<file path="src/rtl/ins_dispatch.sv">
// ins_dispatch
//   Issues the host instruction stream one instruction at a time, in order,
//   to the load (ddr2pe), compute (pe_array) and store (pe2ddr) units.
//   Each instruction is held until its hazards clear. Hazards are tracked
//   with a per-buffer load scoreboard, a compute-busy flag and a counter of
//   outstanding stores.
//
//   Optional feature macro: INS_DISPATCH_PERF_EN
//     When defined, stall_cyc counts cycles spent in CHECK with a hazard
//     present, and issue_cnt counts unit handshakes. Both counters saturate.
//     When undefined, both ports are tied to zero.
//
// Ports
//   clk, rst                     clock, asynchronous active-low reset
//   ins_valid/ins_ready/ins      host instruction port
//   ld_ins_valid/ld_ins_ready    load-unit instruction handshake
//   pe_ins_valid/pe_ins_ready    PE-array instruction handshake
//   st_ins_valid/st_ins_ready    store-unit instruction handshake
//   unit_ins                     held instruction, shared by all unit ports
//   rx_done_buf_id/rx_done_pulse load completion for one buffer
//   pe_done                      per-PE done levels
//   st_done_pulse                store completion strobe
//   working                      busy or any work outstanding
//   err_illegal                  sticky illegal-opcode flag
//   stall_cyc, issue_cnt         performance counters
module ins_dispatch #(
   parameter int unsigned INST_W = 64,
   parameter int unsigned PE_NUM = 32,
   parameter int unsigned MAX_LD = 4,
   parameter int unsigned MAX_ST = 4
) (
   input  logic              clk,
   input  logic              rst,
   input  logic              ins_valid,
   output logic              ins_ready,
   input  logic [INST_W-1:0] ins,
   output logic              ld_ins_valid,
   input  logic              ld_ins_ready,
   output logic              pe_ins_valid,
   input  logic              pe_ins_ready,
   output logic              st_ins_valid,
   input  logic              st_ins_ready,
   output logic [INST_W-1:0] unit_ins,
   input  logic [5:0]        rx_done_buf_id,
   input  logic              rx_done_pulse,
   input  logic [PE_NUM-1:0] pe_done,
   input  logic              st_done_pulse,
   output logic              working,
   output logic              err_illegal,
   output logic [31:0]       stall_cyc,
   output logic [31:0]       issue_cnt
);

   localparam int unsigned ST_W = $clog2(MAX_ST + 1);

   typedef enum logic [1:0] {
      S_IDLE  = 2'd0,
      S_CHECK = 2'd1,
      S_ISSUE = 2'd2,
      S_DRAIN = 2'd3
   } state_t;

   state_t            state_q, state_d;
   logic [INST_W-1:0] ins_q;
   logic [63:0]       pend_q, pend_d;
   logic              cmp_busy_q, cmp_busy_d;
   logic [ST_W-1:0]   st_cnt_q, st_cnt_d;
   logic              err_q;
   logic              all_done_q;
   logic              done_rise_q;

   // Decode of the held instruction
   logic [3:0] opcode;
   logic [5:0] buf_id;
   logic       is_ld, is_cp, is_st, is_sync, is_ill;
   logic       hazard;
   logic       drained;
   logic       ld_hs, cp_hs, st_hs;
   logic [6:0] pend_cnt;

   function automatic logic [6:0] popcnt64(input logic [63:0] v);
      logic [6:0] c;
      c = '0;
      for (int unsigned i = 0; i < 64; i++) begin
         c = c + 7'(v[i]);
      end
      return c;
   endfunction

   assign opcode  = ins_q[INST_W-1 -: 4];
   assign buf_id  = ins_q[INST_W-5 -: 6];
   assign is_ld   = (opcode[3:2] == 2'b00);
   assign is_cp   = (opcode[3:2] == 2'b01);
   assign is_st   = (opcode[3:2] == 2'b10);
   assign is_sync = (opcode == 4'hF);
   assign is_ill  = (opcode[3:2] == 2'b11) && !is_sync;

   assign pend_cnt = popcnt64(pend_q);

   always_comb begin
      hazard = 1'b0;
      if (is_ld) begin
         hazard = pend_q[buf_id] || (pend_cnt >= 7'(MAX_LD));
      end else if (is_cp) begin
         hazard = pend_q[buf_id] || cmp_busy_q;
      end else if (is_st) begin
         hazard = cmp_busy_q || (st_cnt_q >= ST_W'(MAX_ST));
      end
   end

   assign drained = (pend_q == '0) && !cmp_busy_q && (st_cnt_q == '0);

   assign ld_hs = ld_ins_valid && ld_ins_ready;
   assign cp_hs = pe_ins_valid && pe_ins_ready;
   assign st_hs = st_ins_valid && st_ins_ready;

   // FSM: state register
   always_ff @(posedge clk or negedge rst) begin
      if (!rst) begin
         state_q <= S_IDLE;
      end else begin
         state_q <= state_d;
      end
   end

   // FSM: next-state logic
   always_comb begin
      state_d = state_q;
      case (state_q)
         S_IDLE: begin
            if (ins_valid) state_d = S_CHECK;
         end
         S_CHECK: begin
            if (is_ill)       state_d = S_IDLE;
            else if (is_sync) state_d = S_DRAIN;
            else if (!hazard) state_d = S_ISSUE;
         end
         S_ISSUE: begin
            if (ld_hs || cp_hs || st_hs) state_d = S_IDLE;
         end
         S_DRAIN: begin
            if (drained) state_d = S_IDLE;
         end
         default: state_d = S_IDLE;
      endcase
   end

   // FSM: outputs
   always_comb begin
      ins_ready    = 1'b0;
      ld_ins_valid = 1'b0;
      pe_ins_valid = 1'b0;
      st_ins_valid = 1'b0;
      case (state_q)
         S_IDLE:  ins_ready = 1'b1;
         S_ISSUE: begin
            ld_ins_valid = is_ld;
            pe_ins_valid = is_cp;
            st_ins_valid = is_st;
         end
         default: ;
      endcase
   end

   assign unit_ins    = ins_q;
   assign err_illegal = err_q;
   assign working     = (state_q != S_IDLE) || (pend_q != '0) || cmp_busy_q ||
                        (st_cnt_q != '0);

   // Held instruction and sticky error
   always_ff @(posedge clk or negedge rst) begin
      if (!rst) begin
         ins_q <= '0;
         err_q <= 1'b0;
      end else begin
         if (state_q == S_IDLE && ins_valid) ins_q <= ins;
         if (state_q == S_CHECK && is_ill)   err_q <= 1'b1;
      end
   end

   // Scoreboard: a set from the load handshake and a clear from rx_done may
   // hit different bits in the same cycle; the same bit cannot collide since
   // that load would have been stalled.
   always_comb begin
      pend_d = pend_q;
      if (rx_done_pulse) pend_d[rx_done_buf_id] = 1'b0;
      if (ld_hs)         pend_d[buf_id]         = 1'b1;
   end

   // Compute busy: the rising edge of &pe_done is registered, then clears the
   // flag one cycle later. A new COMP handshake takes priority over the clear.
   always_comb begin
      cmp_busy_d = cmp_busy_q;
      if (cp_hs)            cmp_busy_d = 1'b1;
      else if (done_rise_q) cmp_busy_d = 1'b0;
   end

   // Store credits: a done pulse at zero is dropped.
   always_comb begin
      st_cnt_d = st_cnt_q;
      if (st_hs && !(st_done_pulse && st_cnt_q != '0)) begin
         st_cnt_d = st_cnt_q + ST_W'(1);
      end else if (!st_hs && st_done_pulse && st_cnt_q != '0) begin
         st_cnt_d = st_cnt_q - ST_W'(1);
      end
   end

   always_ff @(posedge clk or negedge rst) begin
      if (!rst) begin
         pend_q      <= '0;
         cmp_busy_q  <= 1'b0;
         st_cnt_q    <= '0;
         all_done_q  <= 1'b0;
         done_rise_q <= 1'b0;
      end else begin
         pend_q      <= pend_d;
         cmp_busy_q  <= cmp_busy_d;
         st_cnt_q    <= st_cnt_d;
         all_done_q  <= &pe_done;
         done_rise_q <= (&pe_done) && !all_done_q;
      end
   end

`ifdef INS_DISPATCH_PERF_EN
   logic [31:0] stall_cyc_q, stall_cyc_d;
   logic [31:0] issue_cnt_q, issue_cnt_d;

   always_comb begin
      stall_cyc_d = stall_cyc_q;
      issue_cnt_d = issue_cnt_q;
      if (state_q == S_CHECK && !is_ill && !is_sync && hazard &&
          stall_cyc_q != '1) begin
         stall_cyc_d = stall_cyc_q + 32'd1;
      end
      if ((ld_hs || cp_hs || st_hs) && issue_cnt_q != '1) begin
         issue_cnt_d = issue_cnt_q + 32'd1;
      end
   end

   always_ff @(posedge clk or negedge rst) begin
      if (!rst) begin
         stall_cyc_q <= '0;
         issue_cnt_q <= '0;
      end else begin
         stall_cyc_q <= stall_cyc_d;
         issue_cnt_q <= issue_cnt_d;
      end
   end

   assign stall_cyc = stall_cyc_q;
   assign issue_cnt = issue_cnt_q;
`else
   assign stall_cyc = '0;
   assign issue_cnt = '0;
`endif

endmodule

</file>
<file path="config.mk">
export PLATFORM = sky130hd
export DESIGN_NAME = ins_dispatch
export DESIGN_NICKNAME = d
export VERILOG_FILES = /design/src/rtl/ins_dispatch.sv
export SDC_FILE = /design/constraint.sdc
export NUM_CORES = 1
export LEC_CHECK = 0
export ABC_AREA = 1
export BUFFER_PORTS_ARGS = -buffer_cell sky130_fd_sc_hd__clkbuf_2
export CAP_MARGIN = 20
export CORE_ASPECT_RATIO = 1.4
export CORE_MARGIN = 2
export CORE_UTILIZATION = 53
export DETAILED_ROUTE_END_ITERATION = 7
export GPL_TIMING_DRIVEN = 0
export MAX_ROUTING_LAYER = met4
export PLACE_DENSITY_LB_ADDON = 0.3
export SYNTH_ARGS = -nofsm -noshare
export SYNTH_HDL_FRONTEND = slang
export SYNTH_SLANG_ARGS = --single-unit
</file>
<file path="constraint.sdc">
create_clock -name clk -period 8.25 [get_ports clk]
set_clock_uncertainty 0.1 [all_clocks]
set_input_delay 1.65 -clock clk [delete_from_list [all_inputs] [get_ports clk]]
set_output_delay 1.65 -clock clk [all_outputs]
set_load 0.1 [all_outputs]
</file>
==> summary.txt <==
Run status
  • Status: complete, no violations

STA
  • Post-route setup slack: 1.84 ns
  • Final hold violations: 0
  • Fmax: 156 MHz
  • Fin Setup TNS: 0 ns
  • Tcrit/Tclk final: just under 80%
  • Final setup fails: 0
  • Max-slew headroom: 57.5%
  • Slew @ Worst Pin: 0.635 ns
  • RSZ-0062 raised after global routing: false
  • Fin crit period: ~6.4 ns
  • Max Slew Vio Count: 0

Die
  • Initial Utilization: 54.5%
  • I/O pin count: approximately 240
  • Die Ht: 154 um
  • Core ar.: 15700 um2
  • FP Rows: 54
  • Die area: between 15000 and 20000 um2
  • Chip width: 111 um

Logic synthesis
  • Synth top area cells: dfrtp_1 (40%), fa_1 (13%), mux2_2 (7.6%), o21ai_0 (6.8%), inv_1 (5.8%)
  • Synth cell types: 39
  • Sequential share of the synthesized area: between 40 and 50%
  • Post-synth EDFFs: 0
  • Synth Area per Inst: approximately 9.3 um2
  • Top cell type's share of synthesized area: 40.2%
  • Synth area leader: dfrtp_1
  • Seq cells post-synth: about 140
  • Syn. warnings: 0
  • Synth Flop Type: dfrtp_1
  • Mapped Cells: 917
  • Async SR Flop Fraction: 100%
  • Post-Syn Area: between 8000 and 9000 um2

CTS
  • CTS max path bufs: 2
  • CTS tree: done
  • Sink Count: 137
  • Cts-stage hold buffer count: 0
  • Later-pin clock latency in the skew report: 0.43 ns
  • CTS HTree Levels: 4
  • Root Buffer: clkbuf_16
  • CTS Buf Count: 17
  • PostCTS Resize Cnt: 0
  • Clk slew on worst S/H paths: 0.06 ns
  • Setup Fix Bufs, Post-CTS: 0

Global routing
  • Initial antenna violation count: 0
  • First-pass GRT wire length: 41200 um
  • Largest net degree at the start of global routing: 76
  • Total track usage: 32.2%
  • Global route overflow: 0
  • Number of global-route vias before repair: ~7800

Detailed routing
  • DRT Pass-1 Iters: 5
  • Antenna Nets Post-Route: 0
  • Routed vias/inst: 5.39
  • Number of DRC markers in iteration 0: 700
  • DRC Markers: 0
  • Via count: around 7500
  • Drt total wl: 26200 um
  • WL per Instance: 18.9 um

Critical path
  • Worst endpoint required time: approximately 8.5 ns
  • Kind of critical path: flop to flop
  • CP max FO: 4
  • Worst setup SP type: flop
  • Worst EP arrival: 6.62 ns
  • Setup crit end kind: flop

Finish
  • Most common cell after layout, fill and taps aside: clkbuf_2
  • Share of cells above drive strength 1: 31.3%
  • Most frequent cells in the layout: clkbuf_2 (178), dfrtp_1 (137), inv_1 (131)
  • Multi-input gate area: 4260 um2
  • # diodes: 0
  • Sequential cell area: about 3400 um2
  • Fillers: approximately 1300
  • Fin nets: 1360
  • Area grow syn2layout: 23.3%

Job
  • Maxcap violations: 0

Placement
  • Final Wtd Congestion: just under 1
  • Post-Place Setup Slack: 1.87 ns
  • Port bufs: 179
  • DPL Wire Length: 20100 um

Pwr
  • Peak supply drop: between 0.5 and 0.6 mV
  • Leakage: between 5 and 6 nW
  • Power per cell area: 430 nW/um2

Min path
  • Hold Crit Class: flop to flop
==> report_power, final <==
| part | switching, mW | internal [mW] | leakage, nW |
|---|---|---|---|
| Clock | 0.297 | 0.447 | 0.279 |
| Sequential | 0.161 | 0.875 | 1.74 |
| Combinational | 2.17 | 0.580 | 3.46 |
| Total | 2.62 | 1.90 | 5.48 |
==> critical path, stage by stage (launching register included) <==
cell and delay [ns]:
dfrtp_1 0.41, inv_1 0.10, fa_1 0.56, inv_1 0.06, fa_1 0.49, inv_1 0.05
fa_1 0.55, fa_1 0.46, fa_1 0.59, fa_1 0.45, fa_1 0.52, fa_1 0.41
inv_1 0.07, ha_1 0.16, inv_1 0.06, fa_1 0.38, a211o_1 0.23, nand2_1 0.05
nand3_1 0.13, o211ai_1 0.13, nand2_1 0.09, nand2_1 0.10, nand2_1 0.06, nand2_1 0.06
nand2_1 0.04
==> path summary, 6_finish.rpt <==
kind | startpoint | end | slack (ns) | depth (start not counted)
worst min register to register | all_done_q | done_rise_q | 0.32 | 1
worst min-delay path | all_done_q | done_rise_q | 0.32 | 1
worst max-delay path | pend_q[41] | state_q[0] | 1.84 | 24
min in group asynchronous | rst | unit_ins[16] | 1.11 | 1
worst max register to register | pend_q[41] | state_q[0] | 1.84 | 24
max in group asynchronous | rst | pend_q[4] | 6.18 | 2
==> flip-flops by register name (all words and copies together) (netlist names) <==
register / flops
pend_q: 64
cmp_busy_q: 1
all_done_q: 1
state_q: 2
done_rise_q: 1
unit_ins: 64
st_cnt_q: 3
err_illegal: 1
==> Yosys cell counts, types with 2 or more instances <==
| cell | n |
|---|---|
| inv_2 | 9 |
| nor3b_1 | 2 |
| or2_2 | 2 |
| nand2_1 | 128 |
| nor2_1 | 46 |
| nand3_1 | 48 |
| inv_1 | 131 |
| fa_1 | 55 |
| nand2_2 | 4 |
| a21oi_1 | 11 |
| nor2_2 | 4 |
| buf_4 | 64 |
| dfrtp_1 | 137 |
| mux2_2 | 58 |
| nor3_1 | 7 |
| xor2_1 | 2 |
| nor3_2 | 2 |
| nand3_2 | 3 |
| buf_2 | 12 |
| nand4_1 | 18 |
| nor4_1 | 8 |
| o21ai_1 | 19 |
| ha_1 | 16 |
| o21ai_0 | 116 |
==> routing by layer <==
metal / wire length (um) / vias to the layer above / GRT usage, %
li1: - / 3372 / -
met1: 9370 / 3567 / 36.5
met2: 13300 / 426 / 54.9
met3: 2230 / 117 / 6.86
met4: 1320 / 0 / 15.0
met5: 0 / - / -
==> cells by family after synthesis <==
| family | count (synthesis) | share of synthesized area [%] |
|---|---|---|
| AO/OA/AOI/OAI | 151 | 9.03 |
| XOR/XNOR | 2 | 0.205 |
| adder cells (fa/ha/maj) | 71 | 15.2 |
| buffers and inverters | 219 | 12.7 |
| flip-flops | 137 | 40.2 |
| multiplexers | 58 | 7.65 |
| other | 1 | 0.0439 |
| AND/OR/NAND/NOR | 278 | 15.0 |
==> metrics by stage <==
stage | hold slack, ns | instance area [um2] | std cells | total power [mW] | utilization, %
floorplan | 0.285 | 8770 | 980 | 3.18 | -
global placement | 0.292 | 9920 | 1355 | 3.72 | 63.3
detailed placement | 0.316 | 9950 | 1356 | 3.78 | 63.5
CTS | 0.324 | 10500 | 1387 | 4.53 | 67.2
global route | 0.345 | 10500 | 1387 | 4.73 | 67.2
finish | 0.325 | 10500 | 1387 | 4.53 | 67.2
==> cell type report <==
| class | count | share of cell area (%) |
|---|---|---|
| inverter | 141 | 5.03 |
| clock buffer | 22 | 4.60 |
| sequential | 137 | 32.6 |
| tap | 196 | 2.33 |
| multi-input combinational | 624 | 40.5 |
| clock inverter | 9 | 0.856 |
| timing repair buffer | 180 | 8.86 |
| buffer | 78 | 5.28 |
(Power assumes the default switching activity.)
